**config.mk**
```make
export PLATFORM = sky130hd
export DESIGN_NAME = router_pkt_fifo
export DESIGN_NICKNAME = d
export VERILOG_FILES = /design/src/rtl/router_pkt_fifo.sv
export SDC_FILE = /design/constraint.sdc
export NUM_CORES = 1
export LEC_CHECK = 0
export ABC_AREA = 1
export BUFFER_PORTS_ARGS = -buffer_cell sky130_fd_sc_hd__buf_2
export CAP_MARGIN = 20
export CORE_MARGIN = 4
export CORE_UTILIZATION = 35
export CTS_CLUSTER_DIAMETER = 30
export DETAILED_ROUTE_END_ITERATION = 8
export PLACE_DENSITY = 0.56
export SLEW_MARGIN = 0
export SYNTH_ARGS = -nofsm -noshare
export SYNTH_HDL_FRONTEND = slang
export SYNTH_SLANG_ARGS = --single-unit
```
**constraint.sdc**
```tcl
create_clock -name clock -period 2.2 [get_ports clock]
set_clock_uncertainty 0.1 [all_clocks]
set_input_delay 0.44 -clock clock [delete_from_list [all_inputs] [get_ports clock]]
set_output_delay 0.44 -clock clock [all_outputs]
set_load 0.03 [all_outputs]
```
**src/rtl/router_pkt_fifo.sv**
```systemverilog
// Packet-aware synchronous FIFO for one router output port: tagged header entries,
// occupancy/almost-full status, registered pop data. Optional sticky error flags under ROUTER_PKT_FIFO_ERR_EN.
module router_pkt_fifo #(
  parameter int WIDTH        = 8,
  parameter int DEPTH        = 16,
  parameter int AFULL_THRESH = DEPTH - 4
) (
  input  logic                     clock,
  input  logic                     resetn,
  input  logic                     soft_reset,
  input  logic                     write_enb,
  input  logic                     sof_in,
  input  logic [WIDTH-1:0]         data_in,
  input  logic                     read_enb,
  output logic [WIDTH-1:0]         data_out,
  output logic                     out_valid,
  output logic                     pkt_last,
  output logic                     empty,
  output logic                     full,
  output logic                     almost_full,
  output logic [$clog2(DEPTH):0]   occupancy,
  output logic                     overflow_err,
  output logic                     underflow_err,
  output logic                     pkt_err
);

  localparam int AW = $clog2(DEPTH);
  localparam logic [AW:0]      PTR_ONE  = (AW+1)'(1);
  localparam logic [AW:0]      AF_LEVEL = (AW+1)'(AFULL_THRESH);
  localparam logic [WIDTH-2:0] REM_ONE  = (WIDTH-1)'(1);
  localparam logic [WIDTH-2:0] REM_ZERO = '0;

  logic [WIDTH:0]     r_mem [DEPTH];
  logic [AW:0]        r_wr_ptr;
  logic [AW:0]        r_rd_ptr;
  logic [WIDTH-2:0]   r_rem;
  logic [WIDTH-1:0]   r_data_out;
  logic               r_out_valid;
  logic               r_pkt_last;

  logic               w_flush;
  logic               w_empty;
  logic               w_full;
  logic               w_push;
  logic               w_pop;
  logic [AW:0]        w_occ;
  logic [WIDTH:0]     w_rd_word;
  logic               w_rd_sof;
  logic [WIDTH-2:0]   w_hdr_rem;

  assign w_flush   = !resetn || soft_reset;
  assign w_empty   = (r_wr_ptr == r_rd_ptr);
  assign w_full    = (r_wr_ptr[AW] != r_rd_ptr[AW]) &&
                     (r_wr_ptr[AW-1:0] == r_rd_ptr[AW-1:0]);
  assign w_occ     = r_wr_ptr - r_rd_ptr;
  assign w_push    = write_enb && !w_full && !w_flush;
  assign w_pop     = read_enb && !w_empty && !w_flush;
  assign w_rd_word = r_mem[r_rd_ptr[AW-1:0]];
  assign w_rd_sof  = w_rd_word[WIDTH];
  // Header length field sits in data[WIDTH-1:2]; +1 accounts for the trailing parity byte.
  assign w_hdr_rem = {1'b0, w_rd_word[WIDTH-1:2]} + REM_ONE;

  assign empty       = w_empty;
  assign full        = w_full;
  assign occupancy   = w_occ;
  assign almost_full = (w_occ >= AF_LEVEL);
  assign data_out    = r_data_out;
  assign out_valid   = r_out_valid;
  assign pkt_last    = r_pkt_last;

  always_ff @(posedge clock) begin
    if (w_push) begin
      r_mem[r_wr_ptr[AW-1:0]] <= {sof_in, data_in};
    end
  end

  always_ff @(posedge clock) begin
    if (w_flush) begin
      r_wr_ptr    <= '0;
      r_rd_ptr    <= '0;
      r_rem       <= '0;
      r_data_out  <= '0;
      r_out_valid <= 1'b0;
      r_pkt_last  <= 1'b0;
    end else begin
      r_out_valid <= w_pop;
      r_pkt_last  <= 1'b0;
      if (w_push) begin
        r_wr_ptr <= r_wr_ptr + PTR_ONE;
      end
      if (w_pop) begin
        r_rd_ptr   <= r_rd_ptr + PTR_ONE;
        r_data_out <= w_rd_word[WIDTH-1:0];
        if (w_rd_sof) begin
          r_rem <= w_hdr_rem;
        end else if (r_rem != REM_ZERO) begin
          r_rem      <= r_rem - REM_ONE;
          r_pkt_last <= (r_rem == REM_ONE);
        end
      end
    end
  end

`ifdef ROUTER_PKT_FIFO_ERR_EN
  logic r_overflow_err;
  logic r_underflow_err;
  logic r_pkt_err;

  always_ff @(posedge clock) begin
    if (w_flush) begin
      r_overflow_err  <= 1'b0;
      r_underflow_err <= 1'b0;
      r_pkt_err       <= 1'b0;
    end else begin
      if (write_enb && w_full) r_overflow_err <= 1'b1;
      if (read_enb && w_empty) r_underflow_err <= 1'b1;
      // Truncated packet (header mid-packet) or orphan byte outside any packet.
      if (w_pop && ((w_rd_sof && r_rem != REM_ZERO) || (!w_rd_sof && r_rem == REM_ZERO)))
        r_pkt_err <= 1'b1;
    end
  end

  assign overflow_err  = r_overflow_err;
  assign underflow_err = r_underflow_err;
  assign pkt_err       = r_pkt_err;
`else
  assign overflow_err  = 1'b0;
  assign underflow_err = 1'b0;
  assign pkt_err       = 1'b0;
`endif

endmodule

```
## Word level (Yosys, flattened, before mapping)

Memory sizes are Yosys's and may differ from the RTL's. A register that Yosys moved wholly into a read port is not among the register bits.
Cells that the tools add are included.

- Register bits after elaboration: 27
- Bits in latches: 0
- Memory bits (writable): 144
- Bits in read-only memories: 0
- Bits of input ports: 14
- Output and inout bits: 21
- Memories kept: 1

- $add $sub $neg: 5
- $mul: 0
- Divide/modulo/power cells: 0
- Order comparisons: 1
- Equal/unequal tests: 4
- Shift-type cells: 0
- Multiplexer cells: 6
- Bitwise operators: 2
- Reduce and logical (&&, ||, !) cells: 14

Memories:

| memory | depth | width | rd ports | clocked after memory_dff | wr ports | RTL line | RTL |
|---|---|---|---|---|---|---|---|
| r_mem | 16 | 9 | 1 | 1 | 1 | 33 | `logic [WIDTH:0] r_mem [DEPTH];` |

Operator list:

| cell | number |
|---|---|
| $mux 7 | 2 |
| $add 5x1->5 const B | 2 |
| $mux 4 | 2 |
| $add 6x1->7 const B | 1 |
| $eq 7x1->1 const B | 1 |
| $reduce_bool 7->1 | 1 |
| $sub 7x1->7 const B | 1 |
| $eq 5x5->1 | 1 |
| $ge 5x4->1 const B | 1 |
| $logic_and 1x1->1 | 5 |
| $sub 5x5->5 | 1 |
| $eq 4x4->1 | 1 |
| $logic_not 1->1 | 4 |
| $reduce_or 4->1 | 1 |
| $mux 1 | 2 |
| $not 1->1 | 2 |
| $reduce_and 2->1 | 1 |
| $reduce_bool 2->1 | 1 |
| $logic_or 1x1->1 | 1 |
| $ne 1x1->1 | 1 |

## Depth between registers and ports, before layout

- Word-level depth: 7
- Mapped depth: 14
- Depth with buffers taken out: 12

## Worst setup path before layout

No wires, ideal clock.

- Kind: reg2out
- Start: reg r_wr_ptr[0]
- End: out almost_full
- Data arrival time: 2.195 ns
- Path slack: -0.535 ns
- Cell stages (with the launch flop): 7
- Buffers on the path: 0
- Cell sequence: dfxtp_1 inv_1 ha_1 fa_1 o31ai_1 xor2_1 a21o_1

- Cells in the longest elaborated chain, start to end: 2

Ends and longest elaborated chain:

| what | RTL line | RTL |
|---|---|---|
| start, declared | 34 | `logic [AW:0] r_wr_ptr;` |
| start signal, assigned | 89 | `r_wr_ptr <= r_wr_ptr + PTR_ONE;` |
| $sub 5x5->5 | 55 | `assign w_occ = r_wr_ptr - r_rd_ptr;` |
| via occupancy[4] | 21 | `output logic [$clog2(DEPTH):0] occupancy,` |
| $ge 5x4->1 | 66 | `assign almost_full = (w_occ >= AF_LEVEL);` |
| end, declared | 20 | `output logic almost_full,` |

The timed path passes the listed nets, and every way through them passes these cells.

## Worst setup path after layout

- Start: reg r_wr_ptr[0]
- End: out almost_full

- Cells in the longest elaborated chain, start to end: 2

Ends and longest elaborated chain:

| what | RTL line |
|---|---|
| $sub 5x5->5 | 55 |
| $ge 5x4->1 | 66 |

No other way between the ends.

==> qor.csv <==
metric,value,unit
Hold Path Class,input port to register,
WL met1,8.709,mm
Required @ worst endpoint,1660,ps
ANT nets after route,0,
maxcap violations,0,
#FFs+latches synth,175,
Antenna Cells,0,
clock root buffer,clkbuf_16,
# setup viols final,7,
outcome,"complete, but fails checks",
critical path launch point type,register,
fin worst setup slack,-383.3,ps
setup TNS,-1364,ps
CP arrival,2040,ps
fraction of layout cells with a size suffix above 1,0.2453,
DRC,0,
clock share of power,0.459,
Yosys warning count,0,
Wirelength per Cell,17.09,µm
failing checks,setup timing,
global-route wire length before repair,29.46,mm
Reg2Reg Depth,13,
Mean Syn Cell Area,10.36,µm²
final hold violations,0,
vias in the first global route,5293,
Reg area,4955,µm²
"Seq/Total Area, Yosys",0.6430,
number of DRC markers in iteration 0,460,
initial antenna violation count,0,
Skew-Pair Late Insertion Delay,430,ps
Sequential Power Share,0.493,
Die ar.,24410,µm²
H-Tree Depth,4,
placed cells,1079,
worst-path fanout max,2,
Layout Cells excl Fill,1127,
nets,867,
total length of routed wires,19.26,mm
Syn-to-layout area delta,28.72,%
Tmin final,2583,ps
Core Footprint,21290,µm²
pin count of the biggest net entering global routing,49,
kind of critical path,register to output pin,
"Slew Viols, Final",0,
CTS tree,done,
Clock Path Buffers,2,
grt total ovfl,0,
Pleak,3.888,nW
placed cell area,8707,µm²
"Reg clk slew, reported paths",60,ps
Final Cell Area,9898,µm²
final worst path period share,1.174,
Critical Path End Type,output pin,
Total GRT Usage,0.1595,
Num CTS Buffers,17,
area of the multi-input gates,2527,µm²
"commonest cells after routing, fill and taps aside","edfxtp_1 (144), nand2_1 (121), nor2_1 (84)",
wire length on met3,676,µm
Vias,5478,
WL met2,9.606,mm
Net Sw Power,1.556,mW
HPWL Detailed,12.58,mm
RSZ-0062 raised after global routing,yes,
total internal power,5.744,mW
highest routing layer actually used,met4,
Mapped Area,7690,µm²
"EDFF count, synth",144,
Sw Share,0.2132,
"most common cell after layout, fill and taps aside",edfxtp_1,
Die Y,156.2,µm
row count,53,
Initial Util,0.3613,
I/O pin count,35,
Cell Pwr Density,737.5,nW/µm²
fillcell total,1922,
reg2reg setup slack,0,ps
Syn Inst Count,742,
Final Wtd Congestion,0.8142,
"FFs w/ async S/R, synth",0,
FMAX,0.3871,GHz
Vias/cell,4.861,
die extent in x,156.2,µm
Worst VDD drop,513.9,µV
Buffers on Ports,31,
hold depth,3,
Synth cell types,39,
combinational power share,0.048,
Synth Flop Type,edfxtp_1,
CTS Sinks,175,
1st-pass router iterations,5,
## routing by layer
layer	vias up	global-route usage
met1	2683	0.2126
met3	19	0.03319
li1	2686	-
met5	-	0
met4	0	0.04587
met2	90	0.2652
## area by class of cell
class                      count  share of cell area
clock buffer                  17             0.04298
clock inverter                15             0.02351
inverter                      91             0.03527
multi-input combinational    445              0.2553
sequential                   175              0.5006
tap                          275             0.03476
timing repair buffer         109              0.1076
## path summary, 6_finish.rpt
path                                    to                     start
setup / recovery               almost_full  r_wr_ptr[0]$_SDFFE_PP0P_
hold / removal    r_wr_ptr[0]$_SDFFE_PP0P_                 write_enb
hold reg to reg   data_out[0]$_SDFFE_PP0P_  data_out[0]$_SDFFE_PP0P_
setup reg to reg     r_mem[7][8]$_DFFE_PP_  r_rd_ptr[1]$_SDFFE_PP0P_
## synthesized netlist by cell type, drive strengths merged (2+ instances only)
master  count  area (µm²)
edfxtp    144        4324
nand2     131       501.7
nand4       2       12.51
or2         3       18.77
a21oi      18       93.84
o31ai       3       22.52
nand3      76       385.4
o21ai      52       264.0
nor2      103       394.1
o22ai       2       12.51
dfxtp      31       620.6
o211ai     13       97.59
buf        28       206.4
clkbuf      6       22.52
inv        90       337.8
xnor2       2       17.52
ha         13       162.7
nor3        6       30.03
xor2        5       43.79
o221ai      6       52.55
## kinds of logic after synthesis
group,after synthesis,share of synthesized area
and+or+nand+nor,324,0.1780
other,1,0.0004877
adders and majority gates,14,0.02376
DFF,175,0.6430
AOI/OAI and AO/OA,96,0.07257
xor gates and xnor gates,7,0.007973
buffers and inverters,125,0.07419
## repair_timing
action / 4_1_cts / 5_1_grt
resized for setup: 39 / 38
gates cloned: 0 / 3
buffers inserted: 6 / 13
endpoints found under the setup margin: 46 / 153
pin swaps: 13 / 13
hold buffers: 0 / 0
## through the flow
step           hold slack (ps)  setup slack (ps)  power [mW]  utilization
2_1_floorplan            370.6            -75.11       3.849            -
3_3_place_gp             383.1            -13.13       3.989       0.4090
3_5_place_dp             384.4            -43.52       3.990       0.4090
4_1_cts                  237.4            -469.5       7.326       0.4498
5_1_grt                  283.1            -453.3       7.520       0.4650
6_report                 270.6            -383.3       7.300       0.4650
## worst max-delay path, cell delays in order, from the launching register on
cell and delay (ps):
dfxtp_2 330, inv_2 50, ha_4 160, fa_2 380, o31ai_4 260, xor2_4 110, a21o_4 190, buf_6 130
## flip-flops by register name (all words and copies together), names as in the netlist, named ones only
signal	count
r_wr_ptr	5
pkt_last	1
r_mem	144
r_rd_ptr	5
data_out	8
r_rem	7
out_valid	1
## power groups by stage
| stage | clock, mW | combinational, mW | sequential, mW |
|---|---|---|---|
| 2_1_floorplan | 0 | 0.169 | 3.68 |
| 3_3_place_gp | 0 | 0.315 | 3.67 |
| 3_5_place_dp | 0 | 0.317 | 3.67 |
| 4_1_cts | 3.39 | 0.335 | 3.60 |
| 5_1_grt | 3.53 | 0.387 | 3.60 |
| 6_report | 3.35 | 0.353 | 3.60 |
Power figures use the tool's default switching activity.
